[src/rtl/fetch_pkg.sv]
// Shared types for the fetch sequencer: data width, FSM and
// redirect-source encodings, and the layout of a buffered fetch.
package fetch_pkg;

   localparam int XLEN = 32;

   typedef enum logic [1:0] {
      BOOT   = 2'd0,
      RUN    = 2'd1,
      DRAIN  = 2'd2,
      HALTED = 2'd3
   } fetch_state_e;

   typedef enum logic [1:0] {
      R_NONE = 2'd0,
      R_TRAP = 2'd1,
      R_EX   = 2'd2,
      R_ID   = 2'd3
   } redir_src_e;

   typedef struct packed {
      logic [XLEN-1:0] pc;
      logic [XLEN-1:0] instr;
   } fetch_entry_t;

endpackage

[src/rtl/sync_fifo.sv]
// Synchronous FIFO with synchronous flush and occupancy count.
// Ports: i_flush clears, i_push/i_wdata write, i_pop advances head,
// o_rdata is the head, o_count/o_full/o_empty report occupancy.
module sync_fifo #(
   parameter int WIDTH = 32,
   parameter int DEPTH = 2,
   parameter int CNT_W = $clog2(DEPTH + 1)
) (
   input  logic             clk,
   input  logic             rst_n,
   input  logic             i_flush,
   input  logic             i_push,
   input  logic [WIDTH-1:0] i_wdata,
   input  logic             i_pop,
   output logic [WIDTH-1:0] o_rdata,
   output logic [CNT_W-1:0] o_count,
   output logic             o_full,
   output logic             o_empty
);

   localparam int AW = $clog2(DEPTH);
   localparam logic [CNT_W-1:0] FULL_CNT = CNT_W'(DEPTH);

   logic [WIDTH-1:0] r_mem [DEPTH];
   logic [AW-1:0]    r_wptr;
   logic [AW-1:0]    r_rptr;
   logic [CNT_W-1:0] r_count;
   logic             w_push;
   logic             w_pop;

   assign o_full  = (r_count == FULL_CNT);
   assign o_empty = (r_count == '0);
   assign o_count = r_count;
   assign o_rdata = r_mem[r_rptr];

   // A push into a full FIFO is still taken when the head leaves
   // in the same cycle.
   assign w_pop  = i_pop & ~o_empty;
   assign w_push = i_push & (~o_full | w_pop);

   always_ff @(posedge clk or negedge rst_n) begin
      if (!rst_n) begin
         r_wptr  <= '0;
         r_rptr  <= '0;
         r_count <= '0;
      end else if (i_flush) begin
         r_wptr  <= '0;
         r_rptr  <= '0;
         r_count <= '0;
      end else begin
         if (w_push) begin
            r_wptr <= r_wptr + 1'b1;
         end
         if (w_pop) begin
            r_rptr <= r_rptr + 1'b1;
         end
         unique case ({w_push, w_pop})
            2'b10:   r_count <= r_count + 1'b1;
            2'b01:   r_count <= r_count - 1'b1;
            default: r_count <= r_count;
         endcase
      end
   end

   always_ff @(posedge clk or negedge rst_n) begin
      if (!rst_n) begin
         for (int i = 0; i < DEPTH; i++) begin
            r_mem[i] <= '0;
         end
      end else if (w_push && !i_flush) begin
         r_mem[r_wptr] <= i_wdata;
      end
   end

endmodule

[src/rtl/fetch_ctrl.sv]
// Fetch sequencer: redirect arbitration, credit-limited imem fetch,
// wrong-path response discard, fetch buffer to decode, debug halt.
// Ports: pc/pc_jump*/pc_stall_n to the PC register, trap/ex/id
// redirect inputs, imem_req/gnt/rvalid/rdata, if_* to decode,
// flush_if_id/flush_id_ex, halt_req/halted.
module fetch_ctrl
   import fetch_pkg::*;
#(
   parameter int DEPTH = 2,
   parameter int CNT_W = $clog2(DEPTH + 1)
) (
   input  logic            clk,
   input  logic            rst_n,
   input  logic [XLEN-1:0] pc,
   output logic            pc_jump,
   output logic [XLEN-1:0] pc_jump_addr,
   output logic            pc_stall_n,
   input  logic            trap_valid,
   input  logic [XLEN-1:0] trap_addr,
   input  logic            ex_redir_valid,
   input  logic [XLEN-1:0] ex_redir_addr,
   input  logic            id_jump_valid,
   input  logic [XLEN-1:0] id_jump_addr,
   output logic            imem_req,
   input  logic            imem_gnt,
   input  logic            imem_rvalid,
   input  logic [XLEN-1:0] imem_rdata,
   output logic            if_valid,
   output logic [XLEN-1:0] if_instr,
   output logic [XLEN-1:0] if_pc,
   input  logic            if_ready,
   output logic            flush_if_id,
   output logic            flush_id_ex,
   input  logic            halt_req,
   output logic            halted
);

   localparam int SUM_W = CNT_W + 1;
   localparam logic [SUM_W-1:0] CREDITS = SUM_W'(DEPTH);

   fetch_state_e     r_state;
   fetch_state_e     w_state_nxt;
   redir_src_e       w_src;
   logic             w_redir;
   logic [CNT_W-1:0] r_discard;
   logic [CNT_W-1:0] w_outst;
   logic [CNT_W-1:0] w_outst_nxt;
   logic [CNT_W-1:0] w_buf_cnt;
   logic [SUM_W-1:0] w_inuse;
   logic             w_accept;
   logic             w_drop;
   logic             w_buf_push;
   logic             w_buf_pop;
   logic             w_buf_full;
   logic             w_buf_empty;
   logic             w_tag_full;
   logic             w_tag_empty;
   logic [XLEN-1:0]  w_tag;
   fetch_entry_t     w_push_entry;
   fetch_entry_t     w_head;

   // Redirect source, trap > ex > id; nothing is honoured in BOOT.
   always_comb begin
      w_src = R_NONE;
      if (r_state != BOOT) begin
         if (trap_valid) begin
            w_src = R_TRAP;
         end else if (ex_redir_valid) begin
            w_src = R_EX;
         end else if (id_jump_valid) begin
            w_src = R_ID;
         end
      end
   end

   always_comb begin
      pc_jump_addr = '0;
      unique case (w_src)
         R_TRAP:  pc_jump_addr = trap_addr;
         R_EX:    pc_jump_addr = ex_redir_addr;
         R_ID:    pc_jump_addr = id_jump_addr;
         default: pc_jump_addr = '0;
      endcase
   end

   assign w_redir     = (w_src != R_NONE);
   assign pc_jump     = w_redir;
   assign flush_if_id = w_redir;
   assign flush_id_ex = (w_src == R_TRAP) | (w_src == R_EX);

   // The head leaving this cycle frees its slot for a new fetch,
   // which is what lets a latency-1 memory stream at 1/cycle.
   assign w_inuse = {1'b0, w_outst} + {1'b0, w_buf_cnt}
                  - SUM_W'(w_buf_pop);

   assign imem_req = (r_state == RUN) & ~w_redir & ~halt_req
                   & (w_inuse < CREDITS);
   assign w_accept   = imem_req & imem_gnt;
   assign pc_stall_n = w_accept;

   assign w_outst_nxt = w_outst + CNT_W'(w_accept)
                      - CNT_W'(imem_rvalid);

   // Wrong-path responses: those already counted for discard, and
   // anything landing in the redirect cycle itself.
   assign w_drop     = w_redir | (r_discard != '0);
   assign w_buf_push = imem_rvalid & ~w_drop;

   assign w_push_entry.pc    = w_tag;
   assign w_push_entry.instr = imem_rdata;

   assign if_valid  = ~w_buf_empty & ~w_redir;
   assign if_pc     = w_head.pc;
   assign if_instr  = w_head.instr;
   assign w_buf_pop = if_valid & if_ready;

   assign halted = (r_state == HALTED);

   sync_fifo #(
      .WIDTH (XLEN),
      .DEPTH (DEPTH),
      .CNT_W (CNT_W)
   ) u_tag_q (
      .clk     (clk),
      .rst_n   (rst_n),
      .i_flush (1'b0),
      .i_push  (w_accept),
      .i_wdata (pc),
      .i_pop   (imem_rvalid),
      .o_rdata (w_tag),
      .o_count (w_outst),
      .o_full  (w_tag_full),
      .o_empty (w_tag_empty)
   );

   sync_fifo #(
      .WIDTH (2 * XLEN),
      .DEPTH (DEPTH),
      .CNT_W (CNT_W)
   ) u_fetch_buf (
      .clk     (clk),
      .rst_n   (rst_n),
      .i_flush (w_redir),
      .i_push  (w_buf_push),
      .i_wdata (w_push_entry),
      .i_pop   (w_buf_pop),
      .o_rdata (w_head),
      .o_count (w_buf_cnt),
      .o_full  (w_buf_full),
      .o_empty (w_buf_empty)
   );

   // On redirect every fetch still in flight after this cycle is
   // wrong-path; no new fetch is accepted in that cycle.
   always_ff @(posedge clk or negedge rst_n) begin
      if (!rst_n) begin
         r_discard <= '0;
      end else if (w_redir) begin
         r_discard <= w_outst_nxt;
      end else if (imem_rvalid && (r_discard != '0)) begin
         r_discard <= r_discard - 1'b1;
      end
   end

   always_comb begin
      w_state_nxt = r_state;
      unique case (r_state)
         BOOT: w_state_nxt = RUN;
         RUN: begin
            if (halt_req) w_state_nxt = DRAIN;
         end
         DRAIN: begin
            if (w_outst_nxt == '0) w_state_nxt = HALTED;
         end
         HALTED: begin
            if (!halt_req) w_state_nxt = RUN;
         end
         default: w_state_nxt = BOOT;
      endcase
   end

   always_ff @(posedge clk or negedge rst_n) begin
      if (!rst_n) begin
         r_state <= BOOT;
      end else begin
         r_state <= w_state_nxt;
      end
   end

   a_buf_ovf: assert property (@(posedge clk) disable iff (!rst_n)
      !(w_buf_push && w_buf_full && !w_buf_pop));

   a_tag_ovf: assert property (@(posedge clk) disable iff (!rst_n)
      !(w_accept && w_tag_full));

   a_orphan_rsp: assert property (@(posedge clk) disable iff (!rst_n)
      !(imem_rvalid && w_tag_empty));

endmodule

[config.mk]
export PLATFORM = sky130hd
export DESIGN_NAME = fetch_ctrl
export DESIGN_NICKNAME = d
export VERILOG_FILES = /design/src/rtl/fetch_pkg.sv /design/src/rtl/sync_fifo.sv /design/src/rtl/fetch_ctrl.sv
export SDC_FILE = /design/constraint.sdc
export NUM_CORES = 1
export LEC_CHECK = 0
export ABC_AREA = 1
export CAP_MARGIN = 10
export CORE_MARGIN = 8
export CORE_UTILIZATION = 45
export CTS_CLUSTER_DIAMETER = 30
export DETAILED_ROUTE_END_ITERATION = 6
export PLACE_DENSITY_LB_ADDON = 0.15
export SETUP_SLACK_MARGIN = 0.15
export SLEW_MARGIN = 20
export SYNTH_ARGS = -nofsm -noshare
export SYNTH_HDL_FRONTEND = slang
export SYNTH_SLANG_ARGS = --single-unit
export TNS_END_PERCENT = 50
[constraint.sdc]
create_clock -name clk -period 4.84 [get_ports clk]
set_input_delay 0.726 -clock clk [delete_from_list [all_inputs] [get_ports clk]]
set_output_delay 0.726 -clock clk [all_outputs]
set_load 0.005 [all_outputs]
==> impl_metrics.toml <==
[flow_run]
cap_violations = 0

[finish]
layout_commonest_cell = "nand2_1"
fin_area_mm2 = 0.0151
nets = 1712
diodes = 0
final_cell_mix = "nand2_1, clkdlybuf4s50_1, dfrtp_1"
fillerInstances = 2031
drive_gt1_share_pct = 15.5
area_delta_synth_final_pct = 42.9

[timing]
setup_viol = 0
timing.slew.headroom_pct = 27.2
final_max_slew_viol_count = 0
period_share_pct = 93.7
rsz0062_at_grt = "yes"
max_freq_mhz = 221
finalCriticalPeriod_ns = 4.53
final.setup.tns_ns = 0
timing.hold.ws_ns = 0.326
hold_viol_final = 0
finalClockSkew_ns = 0.0129
tightest_slew_ns = 1.09

[die]
dieWidth_um = 169
die_h_um = 169
core_area_mm2 = 0.0233
die-area_mm2 = 0.0286
start_util_pct = 45.3
ios = 272
row_count = 56

[clocking]
htree_levels = 2
cts_buffers = 47
postCtsSetupBuffers = 0
clkLatencyLatePin_ns = 0.52
cts.sinks = 204
ctsHoldBuffers = 0
clk_path_buf_depth = 3
cts.clk_slew.worst_paths_ns = 0.04
cts_tree = "done"
root_buffer = "clkbuf_16"

[logic_synthesis]
synth-seq-cells = 204
synth_seq_area_share_pct = 48.4
synth_edf_count = 0
async_flop_share_pct = 100
yosys.area.top_type = "dfrtp_1"
ys.warnings.count = 0
synth_top_area_share_pct = 48.4
synth_area_leaders = "dfrtp_1, nand2_1, o21ai_2, inv_1, buf_6"
syn_area_mm2 = 0.0105
synthFlopType = "dfrtp_1"
syn_area_per_cell_um2 = 8.36
postSynthCellCount = 1262
syn_nets = 1446
yosysUniqueCellTypes = 32

[placed_design]
dpl_cell_area_mm2 = 0.0134
hpwl_um = 19100
io_buffers = 271
gp_congestion = 0.793

[detailed_routing]
wl_per_cell_um = 15.0
initialDrtViolationCount = 749
antenna_left = 0
remaining_drc_errors = 0
first_pass_iters = 6
totalWireLength_um = 28400
routed_via_density = 4.69
vias = 8844

[critical_path]
r2r-start = "r_state[0]"
r2r_cells = 18
worstPathArrival_ns = 3.81
crit_fanout = 3
rr_endpoint = "u_tag_q.o_count[1]"
setup.worst_path.end_class = "output port"
critical_path_class = "in -> out"
r2r_setup_slack_ns = 1.03
worstPathRequired_ns = 4.11
startpoint_type = "input pin"

[global_routing]
grt_util_all_layers_pct = 20.0
grt_pass1_vias = 8831
gr-total-overflow = 0
grt_max_degree = 116
grt_antenna_before_repair = 0
grt_first_pass_wirelength_um = 46700

[pwr]
p_leak_nw = 7.50
vdd_drop_max_uv = 333
power_density_mw_per_mm2 = 588

[outcome]
outcome = "complete, no violations"

[worst_hold_path]
min_path_type = "in -> async"
==> worst max path at each step <==
stage	from	slack (ns)	endpoint
floorplan	ex_redir_valid	0.83	u_tag_q.o_count[1]
global placement	id_jump_valid	0.19	pc_stall_n
detailed placement	id_jump_valid	0.14	pc_stall_n
CTS	trap_valid	0.16	pc_stall_n
global route	trap_valid	0.12	imem_req
finish	trap_valid	0.31	imem_req
==> routing by layer <==
layer  global-route usage, %  routed length (um)  vias up
met5                       0                   0        -
met1                    26.1               12700     4067
met2                    33.4               13700      216
met3                    4.17                1520       38
li1                        -                   -     4523
met4                    5.00                 467        0
==> synthesized netlist by cell type, types with 2 or more instances <==
cell type	n
buf_1	3
nand2_1	544
nand3_1	42
dfrtp_1	204
xor2_1	2
buf_2	9
inv_2	2
o21ai_2	124
o21ai_1	27
buf_4	3
nand4_1	3
o21ai_0	44
buf_6	31
clkbuf_1	27
nor2_1	6
inv_1	123
nand3_2	4
ha_1	14
a21oi_1	6
mux2i_1	32
==> power by group <==
group          switching [mW]  internal [mW]
combinational            1.50           1.51
sequential              0.357           2.22
clock                   0.950           2.33
==> critical path, cell delays in order <==
cell	delay, ns
clkdlybuf4s50_1	0.50
inv_1	0.05
a21oi_1	0.18
inv_1	0.09
ha_1	0.23
nand3_2	0.08
inv_1	0.06
ha_1	0.26
or2_2	0.30
fa_1	0.54
nand3_4	0.10
nor2_4	0.16
clkdlybuf4s50_1	0.52
==> area by class of cell <==
cell class	instances	area, um2	share of cell area (%)
inverters	125	469	3.11
clock inverters	20	275	1.83
repair buffers	291	2940	19.5
flip-flops and latches	204	5110	33.9
clock buffers	67	1410	9.38
well taps	319	399	2.65
multi-input cells	859	4460	29.6
==> kinds of logic (layout without fill, tap and decap cells) <==
kind of cell    count (synthesis)  in the layout  synth area share (%)
mux                            32             32                  3.04
xor+xnor                        3              3                 0.249
compound gates                203            203                  14.1
flops                         204            204                  48.4
simple gates                  606            606                  22.8
fa+ha+maj                      15             15                  1.85
buf+inv                       199            503                  9.51
==> per-stage QoR <==
step                      power [mW]  utilization, %  setup slack [ns]  cells
after detailed placement        5.63            57.5             0.138   1798
after global routing            9.45            64.8             0.121   1885
after floorplan                 4.23               -             0.832   1262
after global placement          5.56            57.5             0.189   1798
final                           8.87            64.8             0.306   1885
after CTS                       8.98            64.8             0.159   1885
==> repair_timing <==
action                     CTS  global route
cloned                       0             0
setup endpoints to repair    1             2
gates resized for setup      1             2
==> registers in the layout (all words and copies together), names as in the netlist <==
| signal | count |
|---|---|
| u_tag_q.o_count | 2 |
| u_fetch_buf.r_wptr | 1 |
| u_tag_q.r_rptr | 1 |
| r_discard | 2 |
| u_tag_q.r_mem | 64 |
| u_fetch_buf.r_mem | 128 |
| u_fetch_buf.r_rptr | 1 |
| r_state | 2 |
| u_fetch_buf.o_count | 2 |
| u_tag_q.r_wptr | 1 |
Power figures use the tool's default switching activity.
